### src/rtl/opb_register_bank_ppc2simulink.sv
// OPB slave register bank: N_REGS byte-writable control words, N_IN status words.
// Define OPB_REG_SNAPSHOT_EN for coherent multi-word status reads via snapshot.
module opb_register_bank_ppc2simulink #(
  parameter logic [31:0] C_BASEADDR   = 32'h01094100,
  parameter logic [31:0] C_HIGHADDR   = 32'h010941FF,
  parameter int          C_OPB_AWIDTH = 32,
  parameter int          C_OPB_DWIDTH = 32,
  parameter              C_FAMILY     = "virtex5",
  parameter int          N_REGS       = 4,
  parameter int          N_IN         = 2,
  parameter logic [31:0] RESET_VAL    = 32'h00000000
) (
  input  logic                   OPB_Clk,
  input  logic                   OPB_Rst,
  input  logic [0:31]            OPB_ABus,
  input  logic [0:3]             OPB_BE,
  input  logic [0:31]            OPB_DBus,
  input  logic                   OPB_RNW,
  input  logic                   OPB_select,
  input  logic                   OPB_seqAddr,
  output logic [0:31]            Sl_DBus,
  output logic                   Sl_errAck,
  output logic                   Sl_retry,
  output logic                   Sl_toutSup,
  output logic                   Sl_xferAck,
  output logic [N_REGS*32-1:0]   user_data_out,
  output logic [N_REGS-1:0]      user_wr_strobe,
  input  logic [N_IN*32-1:0]     user_data_in
);

  typedef enum logic {IDLE, ACK} state_t;

  localparam bit IS_V5 = (C_FAMILY == "virtex5");

  state_t                    state;
  logic [C_OPB_AWIDTH-1:0]   addr;
  logic [C_OPB_DWIDTH-1:0]   wdata;
  logic [3:0]                be;
  logic [31:0]               off;
  logic [29:0]               idx;
  logic                      hit;
  logic [31:0]               rd;
  logic [31:0]               dbus;
  logic                      ack;
  logic [N_REGS-1:0]         strobe;
  logic [31:0]               ctrl [N_REGS];
  logic                      unused;

  // Plain assignment maps OPB bit 0 onto the MSB of each word.
  assign addr  = OPB_ABus;
  assign wdata = OPB_DBus;
  assign be    = OPB_BE;
  assign off   = addr - C_BASEADDR;
  assign idx   = off[31:2];
  assign hit   = OPB_select && (addr >= C_BASEADDR)
              && (addr <= C_HIGHADDR);

`ifdef OPB_REG_SNAPSHOT_EN
  logic [N_IN*32-1:0] snap;
  logic               snap_take;

  assign snap_take = (N_IN > 0) && hit && OPB_RNW
                  && (idx == 30'(N_REGS));

  always_ff @(posedge OPB_Clk or posedge OPB_Rst) begin
    if (OPB_Rst) begin
      snap <= '0;
    end else if (state == IDLE && snap_take) begin
      snap <= user_data_in;
    end
  end
`endif

  always_comb begin
    rd = '0;
    for (int k = 0; k < N_REGS; k++) begin
      if (idx == 30'(k)) rd = ctrl[k];
    end
    for (int j = 0; j < N_IN; j++) begin
      if (idx == 30'(N_REGS + j)) begin
`ifdef OPB_REG_SNAPSHOT_EN
        rd = (j == 0) ? user_data_in[31:0] : snap[32*j +: 32];
`else
        rd = user_data_in[32*j +: 32];
`endif
      end
    end
  end

  always_ff @(posedge OPB_Clk or posedge OPB_Rst) begin
    if (OPB_Rst) begin
      state  <= IDLE;
      ack    <= 1'b0;
      dbus   <= '0;
      strobe <= '0;
      for (int k = 0; k < N_REGS; k++) ctrl[k] <= RESET_VAL;
    end else begin
      ack    <= 1'b0;
      dbus   <= '0;
      strobe <= '0;
      unique case (state)
        IDLE: begin
          if (hit) begin
            state <= ACK;
            ack   <= 1'b1;
            if (OPB_RNW) begin
              dbus <= rd;
            end else begin
              for (int k = 0; k < N_REGS; k++) begin
                if (idx == 30'(k)) begin
                  strobe[k] <= 1'b1;
                  for (int i = 0; i < 4; i++) begin
                    if (be[i]) ctrl[k][8*i +: 8] <= wdata[8*i +: 8];
                  end
                end
              end
            end
          end
        end
        ACK: state <= IDLE;
        default: state <= IDLE;
      endcase
    end
  end

  for (genvar k = 0; k < N_REGS; k++) begin : g_out
    assign user_data_out[32*k +: 32] = ctrl[k];
  end

  assign Sl_DBus        = dbus;
  assign Sl_xferAck     = ack;
  assign user_wr_strobe = strobe;
  assign Sl_errAck      = 1'b0;
  assign Sl_retry       = 1'b0;
  assign Sl_toutSup     = 1'b0;

`ifdef OPB_REG_SNAPSHOT_EN
  assign unused = ^{OPB_seqAddr, off[1:0], IS_V5, snap[31:0]};
`else
  assign unused = ^{OPB_seqAddr, off[1:0], IS_V5};
`endif

endmodule

### config.mk
export PLATFORM = sky130hd
export DESIGN_NAME = opb_register_bank_ppc2simulink
export DESIGN_NICKNAME = d
export VERILOG_FILES = /design/src/rtl/opb_register_bank_ppc2simulink.sv
export SDC_FILE = /design/constraint.sdc
export NUM_CORES = 1
export LEC_CHECK = 0
export CORE_MARGIN = 2
export CORE_UTILIZATION = 30
export CTS_BUF_LIST = sky130_fd_sc_hd__clkbuf_8 sky130_fd_sc_hd__clkbuf_16
export CTS_CLUSTER_SIZE = 24
export DETAILED_ROUTE_END_ITERATION = 16
export PLACE_DENSITY_LB_ADDON = 0.15
export RECOVER_POWER = 25
export SKIP_LAST_GASP = 1
export SLEW_MARGIN = 20
export SYNTH_ARGS = -nofsm -noshare
export SYNTH_HDL_FRONTEND = slang
export SYNTH_SLANG_ARGS = --single-unit
### constraint.sdc
create_clock -name OPB_Clk -period 5.88 [get_ports OPB_Clk]
set_clock_uncertainty 0.1 [all_clocks]
set_input_delay 0.882 -clock OPB_Clk [delete_from_list [all_inputs] [get_ports OPB_Clk]]
set_output_delay 0.882 -clock OPB_Clk [all_outputs]
set_load 0.1 [all_outputs]
=== Yosys cells after proc, flatten, opt, wreduce, memory -nomap -nowiden ===
Index checks and enable logic that the tools add are counted.

* Register bits: 166
* Latch bits: 0
* Memory bits (writable): 0
* Bits in read-only memories: 0
* Bits of input ports: 137
* Output and inout bits: 168
* Logic and storage cells: 68
* Memories kept: 0

* Add/subtract/negate cells: 1
* Multiply operators: 0
* Div/mod/pow operators: 0
* $lt $le $gt $ge: 2
* Eq/ne operators: 5
* Shifts and indexed selects: 0
* Multiplexer cells: 19
* Bitwise gates (word level): 2
* Reductions and logical operators: 19

{| class="wikitable"
|+ Operators with widths
! operator !! number
|-
| $mux W32 || 9
|-
| $reduce_and A5 Y1 || 16
|-
| $eq A30 B2 Y1 const B || 2
|-
| $eq A30 B3 Y1 const B || 2
|-
| $ge A32 B25 Y1 const B || 1
|-
| $le A32 B25 Y1 const B || 1
|-
| $sub A32 B25 Y32 const B || 1
|-
| $eq A30 B1 Y1 const B || 1
|-
| $logic_not A30 Y1 || 1
|-
| $mux W4 || 3
|-
| $mux W1 || 6
|-
| $logic_and A1 B1 Y1 || 2
|-
| $not A1 Y1 || 2
|-
| $pmux W1 S2 || 1
|}

=== Logic depth before layout (Yosys ltp) ===
* Depth after elaboration: 11
* Mapped depth: 8
* Mapped depth without buffers: 6

=== Worst setup path before layout ===
OpenSTA, ideal clock, no wires.

* Path type: input to register
* From: in OPB_ABus[11] in the netlist's numbering
* To: reg ctrl (netlist bit user_data_out[56])
* Setup time: 126 ps
* Arrival: 2796 ps
* Required time: 5654 ps
* Slack: 2859 ps
* Cell stages on the path: 7
* Buffers on the path: 1
* Path through: nor4_4 nand2_2 nor3_1 nand3_4 or4_4 buf_6 mux2_4

* Word-level cells in the longest chain between the ends: 4
* Elaborated cells on any way between the ends: 7
* Those cells by class: add/sub (1); order compare (2); eq/ne (1); reduce/logical (3)

{| class="wikitable"
|+ Ends and longest elaborated chain
! what !! line !! source
|-
| from (decl) || 15 || <nowiki>input logic [0:31] OPB_ABus,</nowiki>
|-
| branches (longest 3 deep; another with $sub A32 B25 Y32) || n/a ||
|-
| $reduce_and A5 Y1 (no line) (*) || n/a ||
|-
| to (signal, indexed assignment) || 113 || <nowiki>if (be[i]) ctrl[k][8*i +: 8] <= wdata[8*i +: 8];</nowiki>
|-
| to (decl) || 46 || <nowiki>logic [31:0] ctrl [N_REGS];</nowiki>
|}

Mark *: on every way between the ends.
A chain may end at the register's enable or synchronous reset.

==> results_dict.tcl <==
set metrics [dict create \
    status "finished with violations" \
    violations "max-capacitance violations, max-slew violations" \
    critPathMaxFanout 88 \
    synthToLayoutAreaGrowth_pct 48.0 \
    wl_um 27600 \
    synth_flop_cell "dfrtp_1" \
    core_um2 26700 \
    synthTopCellsByArea "dfrtp_1 (51%), mux2_2 (17%), mux4_2 (8.9%), nor2_1 (1.9%), a311oi_1 (1.8%)" \
    async_reset_ff_share_pct 100 \
    max_freq_mhz 239 \
    die_area_um2 28400 \
    drt_first_pass_iters 4 \
    power_density_nw_per_um2 206 \
    grt_first_pass_wirelength_um 41500 \
    finalSetupViolCount 0 \
    clkSinkCount 165 \
    dp_slack_ns 1.66 \
    numCtsBuffers 17 \
    post_cts_buffers 0 \
    drv_slew 89 \
    synth_top_area_share_pct 50.9 \
    start_kind "input pin" \
    grt_max_degree 89 \
    r2r-start "Sl_xferAck" \
    drtIter0Drc 324 \
    synth_edf_count 0 \
    clockBufferDepth 2 \
    tightest_slew_ns 3.51 \
    vias 6193 \
    die_x_um 168 \
    power.leakage_nw 5.21 \
    vdd_drop_max_v 0.000147 \
    synthesis.area_um2 8110 \
    overflow 0 \
    cpMaxStageDelayCell "inv_1" \
    hp-start "user_data_out[90]" \
    grt_pass1_vias 6417 \
    synth.distinct_cells 48 \
    final_hold_viol_count 0 \
    final_common_cell "clkdlybuf4s50_1" \
    initial_core_util_pct 30.4 \
    synth_area_per_cell_um2 13.5 \
    finalSetupTns_ns 0 \
    drc 0 \
    root_buffer "clkbuf_16" \
    dieHeight_um 168 \
    ys_ff_latch 165 \
    rsz0062_at_grt "false" \
    drv_cap 1 \
    criticalPathCategory "in2async" \
    yosysTopAreaCell "dfrtp_1" \
    cts_resized 0 \
    cp_slowest_stage_delay_ns 2.40 \
    multi_input_area_um2 3740 \
    num_rows 60 \
    io_buffers 298 \
    relSlewSlack_pct -134 \
    cts.htree.levels 4 \
    fin_crit_ns 4.19 \
    clk-insertion-delay-late_ns 0.42 \
    crit_start "OPB_Rst" \
    grt_usage_pct 19.4 \
    setup_slack_ns 1.69 \
    arrival_ns 4.61 \
    post-dp-hpwl_um 19500 \
    endpoint_kind "async pin" \
    final_antenna_net_count 0 \
    crit_chain "clkdlybuf4s50_1 -> inv_1 -> buf_4" \
    cts_tree "built" \
    final_util_pct 44.9 \
    period_share_pct 71.2 \
    ios 305 \
    hold_buffers 0 \
    layout.nets 1031 \
    vias_per_cell 4.96 \
    routedWlPerCell_um 22.1 \
    synth_cells 601 \
    layout-drive-gt1-share_pct 25.8 \
    ys_warn_count 0 \
    place_congestion 0.781 \
    hold_path_class "reg2reg" \
    ys_seq_area_share_pct 50.9 \
    clk_pin_slew_ns 0.07 \
    final_cell_mix "clkdlybuf4s50_1 (296), dfrtp_1 (165), mux2_2 (125), nor2_1 (39), mux4_2 (32)" \
    antenna_found_initial 1 \
    seq_area_um2 4130 \
    fillers 2528 \
    required_ns 6.30 \
]
-- routing by layer --
metal  vias to the layer above  part of all wire (%)  GRT usage [%]
li1                       2835                     -              -
met3                        17                   6.1           4.82
met4                         0                   1.0           4.16
met1                      3139                    46           26.7
met2                       202                    47           31.3
met5                         -                     0              0
-- through the flow --
stage	std cells	hold WS, ns	area [µm²]	power (mW)
after floorplan	603	0.914	8120	1.26
after global placement	1216	0.403	11500	1.40
after detailed placement	1216	0.411	11500	1.40
after CTS	1248	0.432	12000	2.52
after global routing	1249	0.438	12000	2.58
final	1249	0.424	12000	2.48
-- where the power goes --
part / switching [mW] / internal [mW] / total, mW
registers: 0.000000000876 / 1.13 / 1.13
logic: 0.122 / 0.115 / 0.237
clock network: 0.533 / 0.576 / 1.11
-- final cells by class --
type,count,area share [%]
inverter,22,0.687
antenna,1,0.0208
multi-input combinational,380,31.2
clock inverter,14,1.14
timing repair buffer,308,25.4
sequential,165,34.4
tap,341,3.55
clock buffer,18,3.66
-- cells in the mapped netlist, drive strengths merged (15+ instances only) --
| library cell | n |
|---|---|
| buf | 15 |
| nor3 | 22 |
| nor2 | 40 |
| mux4 | 32 |
| dfrtp | 165 |
| mux2 | 144 |
| o31a | 16 |
| nand2 | 26 |
| a22oi | 15 |
| nand3 | 15 |
| a311oi | 17 |
| clkbuf | 21 |
| inv | 21 |
-- kinds of logic (layout without fill, tap and decap cells) --
kind of cell / count (synthesis) / after routing / synth area share, %
mux: 176 / 176 / 29.2
flops: 165 / 165 / 50.9
simple gates: 134 / 134 / 10.1
compound gates: 65 / 65 / 6.38
buf+inv: 58 / 362 / 3.08
xor+xnor: 2 / 2 / 0.216
other cells: 1 / 4 / 0.0462
-- registers in the layout, indices dropped and copies added (netlist names) --
name,cells
user_data_out,128
Sl_xferAck,1
Sl_DBus,32
user_wr_strobe,4
-- critical path, delay by kind of cell --
family	cells	cell delay (ns)
buf+inv	3	3.57
-- final timing paths --
| kind | endpoint | slack [ns] | depth (start not counted) |
|---|---|---|---|
| min in group asynchronous | user_data_out[106] | 1.91 | 2 |
| max | user_data_out[73] | 1.69 | 3 |
| max reg2reg | Sl_DBus[6] | 2.73 | 6 |
| max in group OPB_Clk | Sl_DBus[6] | 1.79 | 7 |
| min reg2reg | user_data_out[90] | 0.42 | 1 |
| min | user_data_out[90] | 0.42 | 1 |
Power figures use the tool's default switching activity.
